### src/rtl/awg_playout_pkg.sv
// rtl/awg_playout_pkg.sv - trigger mode codes and state encodings for the AWG playout block
package awg_playout_pkg;

    localparam logic [6:0] TRIGGER_MODE_NONE = 7'd0;
    localparam logic [6:0] TRIGGER_MODE_EDGE = 7'd1;
    localparam logic [6:0] RESET_EDGE        = 7'd2;

    typedef enum logic [1:0] {
        IDLE    = 2'd0,
        ARMED   = 2'd1,
        RUNNING = 2'd2
    } state_t;

    function automatic logic mode_is_valid(input logic [6:0] mode);
        return (mode == TRIGGER_MODE_NONE) || (mode == TRIGGER_MODE_EDGE) || (mode == RESET_EDGE);
    endfunction

endpackage

### src/rtl/sample_fifo.sv
// rtl/sample_fifo.sv - synchronous sample FIFO with registered level, flush and fall-through read
module sample_fifo #(
    parameter int BW         = 8,
    parameter int DEPTH_LOG2 = 4
) (
    input  logic                  clk100,
    input  logic                  rst,
    input  logic                  push,
    input  logic                  pop,
    input  logic                  flush,
    input  logic [BW-1:0]         wr_data,
    output logic [BW-1:0]         rd_data,
    output logic [DEPTH_LOG2:0]   level,
    output logic                  full
);
    localparam int DEPTH = 1 << DEPTH_LOG2;

    logic [BW-1:0]         mem [DEPTH];
    logic [DEPTH_LOG2-1:0] wr_ptr;
    logic [DEPTH_LOG2-1:0] rd_ptr;
    logic                  do_push;
    logic                  do_pop;

    // Both gates look only at the registered level, so a pop never sees a same-edge push.
    assign full    = (level == (DEPTH_LOG2+1)'(DEPTH));
    assign do_push = push && !full && !flush;
    assign do_pop  = pop && (level != '0) && !flush;
    assign rd_data = mem[rd_ptr];

    always_ff @(posedge clk100 or posedge rst) begin
        if (rst) begin
            wr_ptr <= '0;
            rd_ptr <= '0;
            level  <= '0;
        end else if (flush) begin
            wr_ptr <= '0;
            rd_ptr <= '0;
            level  <= '0;
        end else begin
            if (do_push) wr_ptr <= wr_ptr + 1'b1;
            if (do_pop)  rd_ptr <= rd_ptr + 1'b1;
            case ({do_push, do_pop})
                2'b10:   level <= level + 1'b1;
                2'b01:   level <= level - 1'b1;
                default: level <= level;
            endcase
        end
    end

    always_ff @(posedge clk100) begin
        if (do_push) mem[wr_ptr] <= wr_data;
    end

endmodule

### src/rtl/awg_playout.sv
// rtl/awg_playout.sv - triggered sample playout to a DAC at a divided tick rate
module awg_playout
    import awg_playout_pkg::*;
#(
    parameter int BW_OUT     = 8,
    parameter int DEPTH_LOG2 = 4,
    parameter int DIV        = 4
) (
    input  logic                  clk100,
    input  logic                  rst,
    input  logic                  awg_valid,
    output logic                  awg_ready,
    input  logic [BW_OUT-1:0]     awg_out,
    input  logic [6:0]            trigger_mode,
    input  logic                  trig_in,
    output logic [BW_OUT-1:0]     dac_data,
    output logic                  dac_strobe,
    output logic [DEPTH_LOG2:0]   fifo_level,
    output logic                  armed,
    output logic                  underrun_latched
);
    localparam int CW = (DIV > 1) ? $clog2(DIV) : 1;
    localparam logic [CW-1:0] TICK_RELOAD = CW'(DIV - 1);

    state_t             state, state_next;
    logic [CW-1:0]      tick_cnt;
    logic               tick;
    logic               trig_s1, trig_s2, trig_s3;
    logic               trig_rise;
    logic [6:0]         mode_q;
    logic               played;
    logic               fifo_pop, fifo_flush, fifo_full, set_underrun;
    logic [BW_OUT-1:0]  fifo_rd_data;

    sample_fifo #(.BW(BW_OUT), .DEPTH_LOG2(DEPTH_LOG2)) u_fifo (
        .clk100  (clk100),
        .rst     (rst),
        .push    (awg_valid),
        .pop     (fifo_pop),
        .flush   (fifo_flush),
        .wr_data (awg_out),
        .rd_data (fifo_rd_data),
        .level   (fifo_level),
        .full    (fifo_full)
    );

    assign awg_ready = !fifo_full;
    assign armed     = (state == ARMED);
    assign tick      = (tick_cnt == '0);
    assign trig_rise = trig_s2 && !trig_s3;

    always_ff @(posedge clk100 or posedge rst) begin
        if (rst) begin
            tick_cnt <= TICK_RELOAD;
            trig_s1  <= 1'b0;
            trig_s2  <= 1'b0;
            trig_s3  <= 1'b0;
            mode_q   <= TRIGGER_MODE_NONE;
        end else begin
            tick_cnt <= tick ? TICK_RELOAD : tick_cnt - 1'b1;
            trig_s1  <= trig_in;
            trig_s2  <= trig_s1;
            trig_s3  <= trig_s2;
            mode_q   <= trigger_mode;
        end
    end

    // Mode change beats everything, then an illegal mode, then a flush request.
    always_comb begin
        state_next   = state;
        fifo_pop     = 1'b0;
        fifo_flush   = 1'b0;
        set_underrun = 1'b0;
        if (trigger_mode != mode_q) begin
            state_next = IDLE;
        end else if (!mode_is_valid(trigger_mode)) begin
            state_next   = IDLE;
            set_underrun = 1'b1;
        end else if (trigger_mode == RESET_EDGE && trig_rise) begin
            fifo_flush = 1'b1;
            state_next = ARMED;
        end else begin
            case (state)
                IDLE:    state_next = (trigger_mode == TRIGGER_MODE_NONE) ? RUNNING : ARMED;
                ARMED:   if (trigger_mode == TRIGGER_MODE_EDGE && trig_rise) state_next = RUNNING;
                RUNNING: begin
                    if (tick) begin
                        if (fifo_level != '0) begin
                            fifo_pop = 1'b1;
                        end else if (played) begin
                            if (trigger_mode == TRIGGER_MODE_EDGE) state_next = ARMED;
                            else                                   set_underrun = 1'b1;
                        end
                    end
                end
                default: state_next = IDLE;
            endcase
        end
    end

    always_ff @(posedge clk100 or posedge rst) begin
        if (rst) begin
            state            <= IDLE;
            played           <= 1'b0;
            dac_data         <= '0;
            dac_strobe       <= 1'b0;
            underrun_latched <= 1'b0;
        end else begin
            state      <= state_next;
            dac_strobe <= fifo_pop;
            if (fifo_pop) dac_data <= fifo_rd_data;
            // Burst history restarts every time RUNNING is (re)entered.
            if (state != RUNNING) played <= 1'b0;
            else if (fifo_pop)    played <= 1'b1;
            if (set_underrun) underrun_latched <= 1'b1;
        end
    end

endmodule

### config.mk
export PLATFORM = sky130hd
export DESIGN_NAME = awg_playout
export DESIGN_NICKNAME = d
export VERILOG_FILES = /design/src/rtl/awg_playout_pkg.sv /design/src/rtl/sample_fifo.sv /design/src/rtl/awg_playout.sv
export SDC_FILE = /design/constraint.sdc
export NUM_CORES = 1
export LEC_CHECK = 0
export CORE_MARGIN = 2
export CORE_UTILIZATION = 26
export CTS_BUF_LIST = sky130_fd_sc_hd__clkbuf_2
export DETAILED_ROUTE_END_ITERATION = 16
export GPL_TIMING_DRIVEN = 0
export SLEW_MARGIN = 10
export SYNTH_ARGS = -nofsm -noshare
export SYNTH_HDL_FRONTEND = slang
export SYNTH_SLANG_ARGS = --single-unit
export TNS_END_PERCENT = 50
### constraint.sdc
create_clock -name clk100 -period 6 [get_ports clk100]
set_clock_uncertainty 0.05 [all_clocks]
set_input_delay 1.2 -clock clk100 [delete_from_list [all_inputs] [get_ports clk100]]
set_output_delay 1.2 -clock clk100 [all_outputs]
set_load 0.02 [all_outputs]
==> results of run 1 <==
## cells in the final DEF, fill, tap and decap left out, drive strengths merged, types with 3 or more instances in the layout
master / n
buf: 9
nand4: 3
nor2: 23
dfrtp: 36
nor3: 7
nand2b: 4
nand2: 39
nor4: 4
clkbuf: 25
clkdlybuf4s50: 35
inv: 19
nor2b: 3
clkinv: 7
edfxtp: 128
o21ai: 9
xnor2: 11
xor2: 4
a21oi: 6
mux4: 40
ha: 9
nand3: 10
## path summary, 6_finish.rpt
check / startpoint / slack [ns] / depth (start not counted) / to
setup / recovery: trigger_mode[0] / 2.08 / 13 / u_fifo.level[4]$_DFFE_PP0P_
hold / removal: trig_s1$_DFF_PP0_ / 0.33 / 0 / trig_s2$_DFF_PP0_
setup reg to reg: u_fifo.level[1]$_DFFE_PP0P_ / 2.73 / 12 / u_fifo.level[4]$_DFFE_PP0P_
hold reg to reg: trig_s1$_DFF_PP0_ / 0.33 / 0 / trig_s2$_DFF_PP0_
max in group asynchronous: rst / 4.58 / 2 / u_fifo.level[1]$_DFFE_PP0P_
min in group asynchronous: rst / 0.80 / 2 / u_fifo.rd_ptr[0]$_DFFE_PP0P_
## metal layers
| metal | GRT usage, % | up-vias | share of wire (%) |
|---|---|---|---|
| li1 | - | 1629 | - |
| met1 | 13.9 | 1835 | 44 |
| met2 | 16.9 | 94 | 48 |
| met3 | 3.27 | 25 | 5.8 |
| met4 | 4.12 | 0 | 2.6 |
| met5 | 0 | - | 0 |
## cell families after synthesis
family,after synthesis,synth area share (%)
flip-flops,166,70.6
AND/OR/NAND/NOR,104,7.64
XOR/XNOR,15,1.93
buffers and inverters,28,1.62
multiplexers,42,13.6
AO/OA/AOI/OAI,27,2.67
adder cells (fa/ha/maj),10,1.95
## per-stage QoR
step                      hold slack [ns]  cell area (um2)  instances  utilization [%]  total power (W)
after floorplan                     0.281             6790        392                -          0.00168
after global placement              0.294             7560        762             29.3          0.00182
after detailed placement            0.290             7600        763             29.4          0.00185
after CTS                           0.338             7860        795             30.4          0.00245
after global routing                0.346             7870        796             30.5          0.00256
final                               0.334             7870        796             30.5          0.00243
## power by group through the flow
stage	logic, W	clock network (W)	registers (W)
2_1_floorplan	0.000230	0	0.00145
3_3_place_gp	0.000380	0	0.00143
3_5_place_dp	0.000407	0	0.00144
4_1_cts	0.000407	0.000619	0.00142
5_1_grt	0.000451	0.000674	0.00143
6_report	0.000404	0.000605	0.00142
## synth_stat cells
cell	instances
o2111ai_1	1
ha_1	9
nor3_1	7
nand2b_1	4
buf_2	4
nand4_1	3
inv_1	12
o21a_1	2
a21o_1	1
a211o_1	1
mux2i_1	2
o32ai_2	1
edfxtp_1	128
nor2_1	23
nor2b_1	3
xnor2_1	11
nor4_1	2
a21oi_1	6
a22oi_1	1
and3b_1	1
o21ai_0	9
o2bb2ai_1	1
clkbuf_1	8
a21boi_0	1
and3_1	1
or4_1	2
or3_1	2
dfstp_2	2
mux4_2	40
buf_1	4
nand2_1	38
nor4_4	2
and2_1	2
dfrtp_1	36
nand4bb_1	1
a22o_1	2
nand3_1	10
a41oi_1	1
nor3b_1	2
xor2_1	4
nand2_2	1
fa_1	1
## registers in the layout (all words and copies together), names as in the netlist
register / cells
u_fifo.level: 5
u_fifo.mem: 128
played: 1
mode_q: 7
u_fifo.wr_ptr: 4
trig_s2: 1
u_fifo.rd_ptr: 4
trig_s1: 1
tick_cnt: 2
dac_strobe: 1
state: 2
trig_s3: 1
underrun_latched: 1
dac_data: 8
## final cells by class
cell class                 count  area [um2]
antenna                        1        2.50
buffer                        16        65.1
clock buffer                  17        85.1
clock inverter                15         175
fill                        2545       18000
inverter                      12        45.0
multi-input combinational    198        1920
sequential                   166        4800
tap                          335         419
timing repair buffer          36         358
## worst register-to-register path, delay by kind of cell, from the launching register on
kind / cells / cell delay (ns)
compound gates: 5 / 1.02
fa+ha+maj: 1 / 0.32
flops: 1 / 0.51
simple gates: 5 / 1.22
buf+inv: 1 / 0.09
==> results_dict.tcl, run 1 <==
set metrics [dict create \
    fmax_mhz 255 \
    synth_area_um2 6790 \
    finalMaxSlewViolations 0 \
    fin_crit_sh_pct 65.3 \
    syn_inst 392 \
    finalHoldViolCount 0 \
    post-cts-setup-buffers 0 \
    syn_area_per_cell_um2 17.3 \
    cp_slowest_cell "clkdlybuf4s50_1" \
    grt_pass1_vias 3763 \
    power.switching_w 0.000767 \
    yosys_warnings 0 \
    rows 59 \
    start_util_pct 26.3 \
    dieArea_um2 27400 \
    htreeDepth 4 \
    dr.pass1.iters 4 \
    hold_path_class "register to register" \
    cts_root_buffer "clkbuf_2" \
    p_int_w 0.00166 \
    via_count 3583 \
    end_kind "register" \
    gp_congestion 0.790 \
    cp_data_arrival_time_ns 4.53 \
    status "finished, final reports clean" \
    tightest_slew_ns 0.994 \
    clockBufferDepth 2 \
    setup_viol 0 \
    ctsHoldBuffers 0 \
    maxCapViolCount 0 \
    clkSlewWorstSetupHoldPaths_ns 0.26 \
    cts_tree "done" \
    p_per_area_nw_per_um2 309 \
    grt_first_pass_wirelength_um 22200 \
    yosysUniqueCellTypes 42 \
    ys_top_cells_by_area "edfxtp_1 (57%), dfrtp_1 (13%), mux4_2 (13%)" \
    layout_min_cycle_time_ns 3.92 \
    cpLargestDelayFamily "simple AND/OR/NAND/NOR gates" \
    path_buf_inv 2 \
    synth_top_area_share_pct 56.6 \
    clk_latency_ns 0.78 \
    worstPathMaxFanout 9 \
    cts_resized 0 \
    port_buffers 35 \
    required_ns 6.62 \
    dp_slack_ns 1.32 \
    cp_slowest_stage_delay_ns 0.65 \
    layout.nets 476 \
    drc 0 \
    wire_per_inst_um 17.5 \
    p_leak_nw 2.65 \
    crit_chain "clkdlybuf4s50_1 > xnor2_1 > nand4_1 > nor4_4 > nand2_1 > inv_1 > ha_1 > nor2b_1 > o21a_1 > nor3_1 > a211o_1 > o21ai_0 > a22o_1" \
    routed_via_density 4.50 \
    grt_usage_pct 10.7 \
    setup_ws_ns 2.08 \
    critPathLaunchType "input pin" \
    yosys.area.top_type "edfxtp_1" \
    die_h_um 166 \
    timing.setup.tns_ns 0 \
    pwr-share-seq_pct 58.4 \
    grt_setup_unrepaired "no" \
    seq_area_frac_synth_pct 70.6 \
    swShare_pct 31.6 \
    areaGrowthSynthToFinish_pct 15.8 \
    coreArea_um2 25800 \
    drtIter0Drc 348 \
    grt_antenna_before_repair 1 \
    vdd_drop_max_mv 0.158 \
    ios 36 \
    numCtsBuffers 17 \
    cts.sinks 166 \
    place.detailed.hpwl_um 9630 \
    ant_nets 0 \
    synth_nets 421 \
    drt-total-wl_um 13900 \
    dieWidth_um 166 \
    relSlewSlack_pct 33.5 \
    synth_seq_cells 166 \
    grt_max_degree 39 \
    clockPowerShare_pct 24.9 \
    grt_overflow 0 \
    p_comb_share_pct 16.6 \
    worst-setup-path-type "input pin to register" \
    drive_gt1_share_pct 19.8 \
]
No activity file was read; power rests on OpenSTA's default activity.
==> inputs of run 2 (changes only) <==
clock period = 3.7 ns   (was 6 ns; I/O delays follow)
==> results of run 2 <==
Same layout as run 1 (identical final DEF). Status: finished, final reports clean.
Main changes from that run: setup slack after placement 1.32 ns -> -0.519 ns; setup slack after layout 2.08 ns -> 0.242 ns; register-to-register setup slack 2.73 ns -> 0.43 ns; total power 0.00243 W -> 0.00394 W; worst IR drop on VDD 0.158 mV -> 0.256 mV
